<file path="config.mk">
export PLATFORM = sky130hd
export DESIGN_NAME = parent_link_hub
export DESIGN_NICKNAME = d
export VERILOG_FILES = /design/src/rtl/hub_pkg.sv /design/src/rtl/rr_arbiter.sv /design/src/rtl/parent_link_hub.sv
export SDC_FILE = /design/constraint.sdc
export NUM_CORES = 1
export LEC_CHECK = 0
export ABC_CLOCK_PERIOD_IN_PS = 19540
export BUFFER_PORTS_ARGS = -buffer_cell sky130_fd_sc_hd__buf_2
export CAP_MARGIN = 20
export CORE_AREA = 2 2 267 269
export CTS_BUF_LIST = sky130_fd_sc_hd__clkbuf_4
export CTS_CLUSTER_DIAMETER = 80
export DETAILED_ROUTE_END_ITERATION = 16
export DIE_AREA = 0 0 269 271
export PLACE_DENSITY_LB_ADDON = 0.25
export SETUP_SLACK_MARGIN = 0.2
export SYNTH_ARGS = -nofsm -noshare
export SYNTH_HDL_FRONTEND = slang
export SYNTH_HIERARCHICAL = 1
export SYNTH_SLANG_ARGS = --single-unit
</file>
<file path="constraint.sdc">
create_clock -name clk -period 19.54 [get_ports clk]
set_clock_uncertainty 0.15 [all_clocks]
set_input_delay 4.885 -clock clk [delete_from_list [all_inputs] [get_ports clk]]
set_output_delay 4.885 -clock clk [all_outputs]
set_load 0.005 [all_outputs]
</file>
<file path="src/rtl/hub_pkg.sv">
// Shared definitions for the parent link: ID field layout, broadcast ID,
// link word shape and the downstream router FSM states.
package hub_pkg;

    localparam int         ID_W         = 4;
    localparam logic [3:0] ID_BROADCAST = 4'hF;

    typedef struct packed {
        logic [ID_W-1:0] id;
        logic [59:0]     payload;
    } link_word_t;

    typedef enum logic {
        ST_IDLE  = 1'b0,
        ST_BCAST = 1'b1
    } hub_state_t;

endpackage

</file>
<file path="src/rtl/rr_arbiter.sv">
// Round-robin arbiter: one-hot grant plus index; the search starts at the
// pointer, which moves past the granted requester only when advance is high.
module rr_arbiter #(
    parameter  int N     = 4,
    localparam int IDX_W = (N > 1) ? $clog2(N) : 1
) (
    input  logic             clk,
    input  logic             reset,
    input  logic [N-1:0]     req,
    input  logic             advance,
    output logic [N-1:0]     grant,
    output logic [IDX_W-1:0] grant_idx
);

    logic [IDX_W-1:0] ptr;
    logic             found;
    int               pos;

    always_comb begin
        grant     = '0;
        grant_idx = '0;
        found     = 1'b0;
        pos       = 0;
        for (int i = 0; i < N; i++) begin
            pos = int'(ptr) + i;
            if (pos >= N) pos = pos - N;
            for (int k = 0; k < N; k++) begin
                if (!found && req[k] && (k == pos)) begin
                    found     = 1'b1;
                    grant[k]  = 1'b1;
                    grant_idx = IDX_W'(k);
                end
            end
        end
    end

    always_ff @(posedge clk) begin
        if (!reset) begin
            ptr <= '0;
        end else if (advance) begin
            ptr <= (int'(grant_idx) == N - 1) ? '0 : grant_idx + 1'b1;
        end
    end

endmodule

</file>
<file path="src/rtl/parent_link_hub.sv">
// Root-side parent link endpoint: routes downstream words to per-child slots
// (unicast/broadcast/drop) and merges child upstream words with ID stamping.
module parent_link_hub
    import hub_pkg::*;
#(
    parameter int NUM_CHILDREN = 4,
    parameter int ID_MSB       = 63
) (
    input  logic                       clk,
    input  logic                       reset,
    input  logic [63:0]                ctrl_in_data,
    input  logic                       ctrl_in_valid,
    output logic                       ctrl_in_ready,
    output logic [63:0]                ctrl_out_data,
    output logic                       ctrl_out_valid,
    input  logic                       ctrl_out_ready,
    output logic [64*NUM_CHILDREN-1:0] child_tx_data,
    output logic [NUM_CHILDREN-1:0]    child_tx_valid,
    input  logic [NUM_CHILDREN-1:0]    child_tx_ready,
    input  logic [64*NUM_CHILDREN-1:0] child_rx_data,
    input  logic [NUM_CHILDREN-1:0]    child_rx_valid,
    output logic [NUM_CHILDREN-1:0]    child_rx_ready,
    output logic [15:0]                drop_count,
    output logic                       hub_busy,
    output hub_state_t                 fsm_state
);

    localparam int IDX_W = (NUM_CHILDREN > 1) ? $clog2(NUM_CHILDREN) : 1;

    // Every channel: a word moves on a cycle where valid && ready; a raised
    // valid keeps its data stable until that cycle.
    hub_state_t              state, state_next;
    logic [NUM_CHILDREN-1:0] slot_valid, slot_free, done_mask, done_next;
    logic [NUM_CHILDREN-1:0] uni_mask, load_mask;
    logic [63:0]             slot_data [NUM_CHILDREN];
    logic [63:0]             bcast_data;
    logic [ID_W-1:0]         dest;
    logic                    is_uni, accept, load_bcast, bcast_accept, drop_inc;

    assign dest      = ctrl_in_data[ID_MSB -: ID_W];
    assign is_uni    = (dest != '0) && (int'(dest) <= NUM_CHILDREN);
    assign slot_free = ~slot_valid | child_tx_ready;
    assign fsm_state = state;

    always_comb begin
        for (int k = 0; k < NUM_CHILDREN; k++) begin
            uni_mask[k] = is_uni && (int'(dest) == k + 1);
        end
    end

    always_comb begin
        state_next    = state;
        done_next     = done_mask;
        load_mask     = '0;
        load_bcast    = 1'b0;
        bcast_accept  = 1'b0;
        drop_inc      = 1'b0;
        ctrl_in_ready = 1'b0;
        if (state == ST_IDLE) begin
            ctrl_in_ready = is_uni ? |(uni_mask & slot_free) : 1'b1;
        end
        if (!reset) ctrl_in_ready = 1'b0;
        accept = ctrl_in_valid && ctrl_in_ready;

        case (state)
            ST_IDLE: begin
                if (accept) begin
                    if (is_uni) begin
                        load_mask = uni_mask;
                    end else if (dest == ID_BROADCAST) begin
                        bcast_accept = 1'b1;
                        done_next    = '0;
                        state_next   = ST_BCAST;
                    end else begin
                        drop_inc = 1'b1;
                    end
                end
            end
            ST_BCAST: begin
                load_mask  = slot_free & ~done_mask;
                load_bcast = 1'b1;
                done_next  = done_mask | load_mask;
                if (&done_next) state_next = ST_IDLE;
            end
            default: state_next = ST_IDLE;
        endcase
    end

    always_ff @(posedge clk) begin
        if (!reset) begin
            state      <= ST_IDLE;
            done_mask  <= '0;
            bcast_data <= '0;
            drop_count <= '0;
            slot_valid <= '0;
            for (int k = 0; k < NUM_CHILDREN; k++) slot_data[k] <= '0;
        end else begin
            state     <= state_next;
            done_mask <= done_next;
            if (bcast_accept) bcast_data <= ctrl_in_data;
            if (drop_inc && (drop_count != 16'hFFFF)) drop_count <= drop_count + 16'd1;
            for (int k = 0; k < NUM_CHILDREN; k++) begin
                if (load_mask[k]) begin
                    slot_valid[k] <= 1'b1;
                    slot_data[k]  <= load_bcast ? bcast_data : ctrl_in_data;
                end else if (child_tx_ready[k]) begin
                    slot_valid[k] <= 1'b0;
                end
            end
        end
    end

    always_comb begin
        for (int k = 0; k < NUM_CHILDREN; k++) begin
            child_tx_data[64*k +: 64] = slot_data[k];
        end
    end
    assign child_tx_valid = slot_valid;

    // Upstream merge: one-entry register fed by the round-robin winner.
    logic [NUM_CHILDREN-1:0] grant;
    logic [IDX_W-1:0]        grant_idx;
    logic [63:0]             rx_word;
    logic                    up_free, transfer;

    assign up_free        = !ctrl_out_valid || ctrl_out_ready;
    assign child_rx_ready = (reset && up_free) ? grant : '0;
    assign transfer       = |child_rx_ready;

    rr_arbiter #(.N(NUM_CHILDREN)) u_arb (
        .clk       (clk),
        .reset     (reset),
        .req       (child_rx_valid),
        .advance   (transfer),
        .grant     (grant),
        .grant_idx (grant_idx)
    );

    always_comb begin
        rx_word = '0;
        for (int k = 0; k < NUM_CHILDREN; k++) begin
            if (grant[k]) begin
                rx_word = child_rx_data[64*k +: 64];
                rx_word[ID_MSB -: ID_W] = ID_W'(k + 1);
            end
        end
    end

    always_ff @(posedge clk) begin
        if (!reset) begin
            ctrl_out_valid <= 1'b0;
            ctrl_out_data  <= '0;
        end else if (transfer) begin
            ctrl_out_valid <= 1'b1;
            ctrl_out_data  <= rx_word;
        end else if (ctrl_out_ready) begin
            ctrl_out_valid <= 1'b0;
        end
    end

    assign hub_busy = (|slot_valid) || (state == ST_BCAST) || ctrl_out_valid;

endmodule

</file>
Word-level counts from Yosys, hierarchy flattened
Memory sizes are Yosys's and may differ from the RTL's.
Index checks and enable logic that the tools add are counted.
{"block": "word_totals", "reg_bits": 156, "ram_bits": 256, "inputBits": 332, "output_inout_bits": 348, "elab_cells": 236, "memories": 1}
{"memory": "slot_data", "words": 4, "word_bits": 64, "rd": 4, "rd_clocked_by_memory_dff": 0, "wr": 4, "line_no": "parent_link_hub.sv:35", "text": "logic [63:0] slot_data [NUM_CHILDREN];"}
{"block": "classes", "n_addsub": 9, "n_lt_le_gt_ge": 5, "n_eq_ne": 22, "n_mux": 104, "n_bitwise": 11, "reduce_logical": 73}
{"operator": "$mux 64", "count": 7}
{"operator": "$eq 3x32->1 const A", "count": 8}
{"operator": "$eq 2x32->1 const A", "count": 4}
{"operator": "$logic_not 32->1", "count": 4}
{"operator": "$mux 32", "count": 4}
{"operator": "$ge 32x4->1 const B", "count": 3}
{"operator": "$sub 32x4->32 const B", "count": 3}
{"operator": "$mux 1", "count": 67}
{"operator": "$mux 62", "count": 1}
{"operator": "$mux 61", "count": 1}
{"operator": "$logic_and 1x1->1", "count": 39}
{"operator": "$mux 2", "count": 15}
{"operator": "$mux 4", "count": 6}
{"operator": "$add 16x1->16 const B", "count": 1}
{"operator": "$logic_not 1->1", "count": 16}
{"operator": "$ne 16x16->1 const B", "count": 1}
{"operator": "$pmux 4 s2", "count": 2}
{"operator": "$reduce_or 4->1", "count": 3}
{"operator": "$reduce_bool 2->1", "count": 5}
{"operator": "$and 4x4->4", "count": 2}
{"operator": "$eq 4x3->1 const B", "count": 2}
{"operator": "$eq 4x4->1 const B", "count": 2}
{"operator": "$not 4->4", "count": 2}
{"operator": "$or 4x4->4", "count": 2}
{"operator": "other kinds (17)", "count": 24}

Depth between registers and ports, before layout
{"block": "logic_depth", "ltp_word": 68, "mapped_depth": 11, "depth_no_buf": 9}

By module
Netlist, hierarchy kept.
{"mod": "parent_link_hub", "n_inst": 1, "cells_each": 1571, "area_each_um2": 17026.3, "seq_area_each_um2": 10750.3}
{"mod": "rr_arbiter", "n_inst": 1, "cells_each": 31, "area_each_um2": 236.5, "seq_area_each_um2": 40.0}

Least setup slack after synthesis
No wires, ideal clock.
{"block": "synth_path", "path_kind": "input to output", "startpoint": "input child_rx_valid[0]", "endpoint": "output child_rx_ready[2]", "t_arrival_ps": 6117, "required_time_ps": 14505, "slack_ps": 8388, "path_stages": 6, "cell_sequence": "nor2b_2 o22ai_1 a32o_1 clkbuf_1 clkbuf_1 and3_1"}
{"block": "synth_via", "elab_chain_len": 59}
{"item": "start, declared", "line_no": "parent_link_hub.sv:21", "text": "input logic [NUM_CHILDREN-1:0] child_rx_valid,"}
{"item": "$logic_and 1x1->1", "line_no": "rr_arbiter.sv:28", "text": "if (!found && req[k] && (k == pos)) begin"}
{"item": "$mux 1", "line_no": "rr_arbiter.sv:28"}
{"item": "$logic_not 1->1", "line_no": "rr_arbiter.sv:28"}
{"item": "$logic_and 1x1->1 (2 in a row)", "line_no": "rr_arbiter.sv:28"}
{"item": "$mux 1", "line_no": "rr_arbiter.sv:28"}
{"item": "$logic_not 1->1", "line_no": "rr_arbiter.sv:28"}
{"item": "$logic_and 1x1->1 (2 in a row)", "line_no": "rr_arbiter.sv:28"}
{"item": "$mux 1", "line_no": "rr_arbiter.sv:28"}
{"item": "[... 40 more ...]"}
{"item": "$logic_not 1->1", "line_no": "rr_arbiter.sv:28"}
{"item": "$logic_and 1x1->1 (2 in a row)", "line_no": "rr_arbiter.sv:28"}
{"item": "$mux 1", "line_no": "rr_arbiter.sv:28"}
{"item": "$logic_not 1->1", "line_no": "rr_arbiter.sv:28"}
{"item": "$logic_and 1x1->1 (2 in a row)", "line_no": "rr_arbiter.sv:28"}
{"item": "$mux 1 *", "line_no": "rr_arbiter.sv:28"}
{"item": "via grant[2]", "line_no": "parent_link_hub.sv:121", "text": "logic [NUM_CHILDREN-1:0] grant;"}
{"item": "$mux 4 *", "line_no": "parent_link_hub.sv:127", "text": "assign child_rx_ready = (reset && up_free) ? grant : '0;"}
{"item": "end, declared", "line_no": "parent_link_hub.sv:22", "text": "output logic [NUM_CHILDREN-1:0] child_rx_ready,"}
The timed path passes the listed nets; every way through them passes the cells marked *.

Final worst setup path
{"block": "layout_path", "startpoint": "input child_rx_valid[0]", "endpoint": "output child_rx_ready[1]"}
{"block": "layout_via", "elab_chain_len": 55}
{"item": "$logic_and 1x1->1", "line_no": "rr_arbiter.sv:28"}
{"item": "$mux 1", "line_no": "rr_arbiter.sv:28"}
{"item": "$logic_not 1->1", "line_no": "rr_arbiter.sv:28"}
{"item": "$logic_and 1x1->1 (2 in a row)", "line_no": "rr_arbiter.sv:28"}
{"item": "$mux 1", "line_no": "rr_arbiter.sv:28"}
{"item": "$logic_not 1->1", "line_no": "rr_arbiter.sv:28"}
{"item": "$logic_and 1x1->1 (2 in a row)", "line_no": "rr_arbiter.sv:28"}
{"item": "$mux 1", "line_no": "rr_arbiter.sv:28"}
{"item": "[... 36 more ...]"}
{"item": "$logic_not 1->1", "line_no": "rr_arbiter.sv:28"}
{"item": "$logic_and 1x1->1 (2 in a row)", "line_no": "rr_arbiter.sv:28"}
{"item": "$mux 1", "line_no": "rr_arbiter.sv:28"}
{"item": "$logic_not 1->1", "line_no": "rr_arbiter.sv:28"}
{"item": "$logic_and 1x1->1 (2 in a row)", "line_no": "rr_arbiter.sv:28"}
{"item": "$mux 1 *", "line_no": "rr_arbiter.sv:28"}
{"item": "via grant[1]", "line_no": "parent_link_hub.sv:121"}
{"item": "$mux 4 *", "line_no": "parent_link_hub.sv:127"}
Marks and branches as above.

==> metrics <==
critical path fanouts, max=64; fin crit period=11.38 ns; status=complete, no violations; Pwr Total=2090 uW; post-DP HPWL=46700 um; placer's final routability congestion estimate=0.925; Max Cap Viol=0; sw frac=0.276; crit path kind=input pin to output port; H-tree levels=3; Clock Pin Slew Worst Setup and Hold Paths=0.06 ns; Die X=269 um; R2R Setup Slk=15.51 ns; clk sink count=411; final instance area=0.0230 sq mm; CORE AREA=0.0698 sq mm; drt first pass iters=5; total negative setup slack=0 ns; RSZ-0062 raised after global routing=no; Area after DPL=0.0214 sq mm; R2R depth=7; share of layout cells above drive strength 1=0.380; I/O pin total=680; Required @ worst endpoint=14.51 ns; net count after synthesis=1936; origin of the critical flop-to-flop path=fsm_state; antenna-violating nets left=0; Hold Fails Final Rpt=0; Slew headroom=0.241; ys flop type=edfxtp_1; First DRT Iteration DRCs=768; Hold WC Path Type=flop to flop; Yosys cell types=59; crit start category=input pin; most frequent cells in the layout=buf_2 (661), nor2_1 (269), edfxtp_1 (256), clkbuf_4 (178), dfxtp_1 (154); Core Rows=97; Post-Syn Area per Cell=10.8 sq um; vias per inst=4.51; deepest clock path buffer count=3; GRT overflow=0; Clock power frac=0.387; post-CTS sizing=0; Area Overhead vs Synth=33.3%; CP endpoint=child_rx_ready[1]; wire length per cell=19.7 um; Sequential Power Share=0.475; nets=2604; Die Height=271 um; Comb power frac=0.138; Crit. Startpoint=child_rx_valid[0]; fmax=87.9 MHz; Die ar.=0.0729 sq mm; Lkg Pwr=0.00970 uW; Critical R2R Capture=slot_data[0][0]; final wirelength=65400 um; gr usage total=0.172; hold path cells=2; Synth area leaders=edfxtp_1 (45%), dfxtp_1 (18%), nor2_1 (5.8%); CTS buffer count=110; Async SR Flop Fraction=0; vias in the first global route=14600; Final setup viols=0; global-route wire length before repair=93400 um; sw power=578 uW; Int Power=1510 uW; largest net degree at the start of global routing=93; Pwr Density=91.0 mW/mm^2; synth warn=6; CP endpoint kind=output port; critical path arrival=6.34 ns; Synth Cell Area=0.0173 sq mm; initial antenna violation count=22; Slew Viols, Final=0; crit share post-route=0.582; port bufs=662; EDFF count, synth=256; Seq cells post-synth=411; Initial Utilization=0.247; CTS tree=done; Slew @ Worst Pin=1.14 ns; routed via count=15000; worst hold slack=0.315 ns; most common cell after layout, fill and taps aside=buf_2; CTS Root Cell=clkbuf_4; total setup buffers inserted after CTS=0; drc violations=0; post-synth top area share=0.445; VDD IR max=44.7 uV; Clk Latency, worst-skew pair=0.85 ns; post-synth top area cell=edfxtp_1; # hold bufs at CTS=0; Post-Synthesis Cells=1602; post-synthesis sequential area ratio=0.625
[synth_stat cells, types with 4 or more instances]
cell type and instances:
inv_1 6, nor2b_1 70, and2_1 4, a221oi_1 60
nor2_1 269, edfxtp_1 256, buf_2 37, nand3b_1 4
o21ai_0 71, nand4_1 6, mux2i_1 74, nand2b_1 12
nor3_1 66, clkbuf_1 76, dfxtp_1 155, o22ai_1 4
buf_1 4, buf_6 6, a21oi_1 75, nand2_1 147
and3_1 9, nand3_1 74, o21a_1 4, a21boi_0 64
[worst min path at each step]
stage / start / slack (ns) / end
6_report: bcast_data[53] / 0.31 / bcast_data[53]
5_1_grt: bcast_data[62] / 0.33 / bcast_data[62]
4_1_cts: bcast_data[3] / 0.32 / bcast_data[3]
3_5_place_dp: bcast_data[61] / 0.30 / bcast_data[61]
3_3_place_gp: bcast_data[61] / 0.30 / bcast_data[61]
2_1_floorplan: bcast_data[60] / 0.29 / bcast_data[60]
[metal layers]
| layer | vias to the layer above | wire, um | global-route usage |
|---|---|---|---|
| met5 | - | 57 | 0 |
| met4 | 8 | 2070 | 0.0700 |
| met3 | 112 | 5080 | 0.0459 |
| met2 | 663 | 34100 | 0.317 |
| met1 | 7038 | 24100 | 0.184 |
| li1 | 7160 | - | - |
[kinds of logic after synthesis]
logic type      after synthesis  share of synthesized area
simple gates                684                      0.180
flops                       411                      0.625
compound gates              298                      0.115
buf+inv                     131                     0.0342
mux                          74                     0.0429
fa+ha+maj                     2                    0.00145
other cells                   1                   0.000217
xor+xnor                      1                   0.000507
[power groups by stage]
| stage | registers, uW | clock network (uW) | logic (uW) |
|---|---|---|---|
| 5_1_grt | 1000 | 886 | 317 |
| 3_5_place_dp | 1010 | 0 | 293 |
| 3_3_place_gp | 1010 | 0 | 290 |
| 2_1_floorplan | 1020 | 0 | 134 |
| 4_1_cts | 995 | 840 | 293 |
| 6_report | 995 | 810 | 288 |
[worst max-delay path, cell delays in order]
cell and delay (ns):
buf_2 0.13, o21ai_0 0.19, o211a_2 0.21, buf_4 0.55, and3_1 0.25, buf_2 0.11
[registers in the layout, summed over array words and instances (netlist names)]
name / flops
slot_data: 256
done_mask: 4
drop_count: 16
bcast_data: 64
ctrl_out_data: 63
child_tx_valid: 4
fsm_state: 1
ctrl_out_valid: 1
u_arb/ptr: 2
[stage by stage]
step | setup WS, ns | instances | utilization
2_1_floorplan | 8.39 | 1602 | -
3_3_place_gp | 8.18 | 3098 | 0.307
3_5_place_dp | 8.20 | 3098 | 0.307
4_1_cts | 8.20 | 3308 | 0.329
5_1_grt | 8.03 | 3317 | 0.330
6_report | 8.16 | 3319 | 0.330
[area by class of cell]
class,instances,area [sq um]
inverters,6,22.5
flip-flops and latches,411,10800
multi-input cells,1060,5990
clock buffers,178,1340
well taps,940,1180
diodes,11,27.5
repair buffers,681,3460
fillers,7296,46800
clock inverters,32,198
Power figures use the tool's default switching activity.
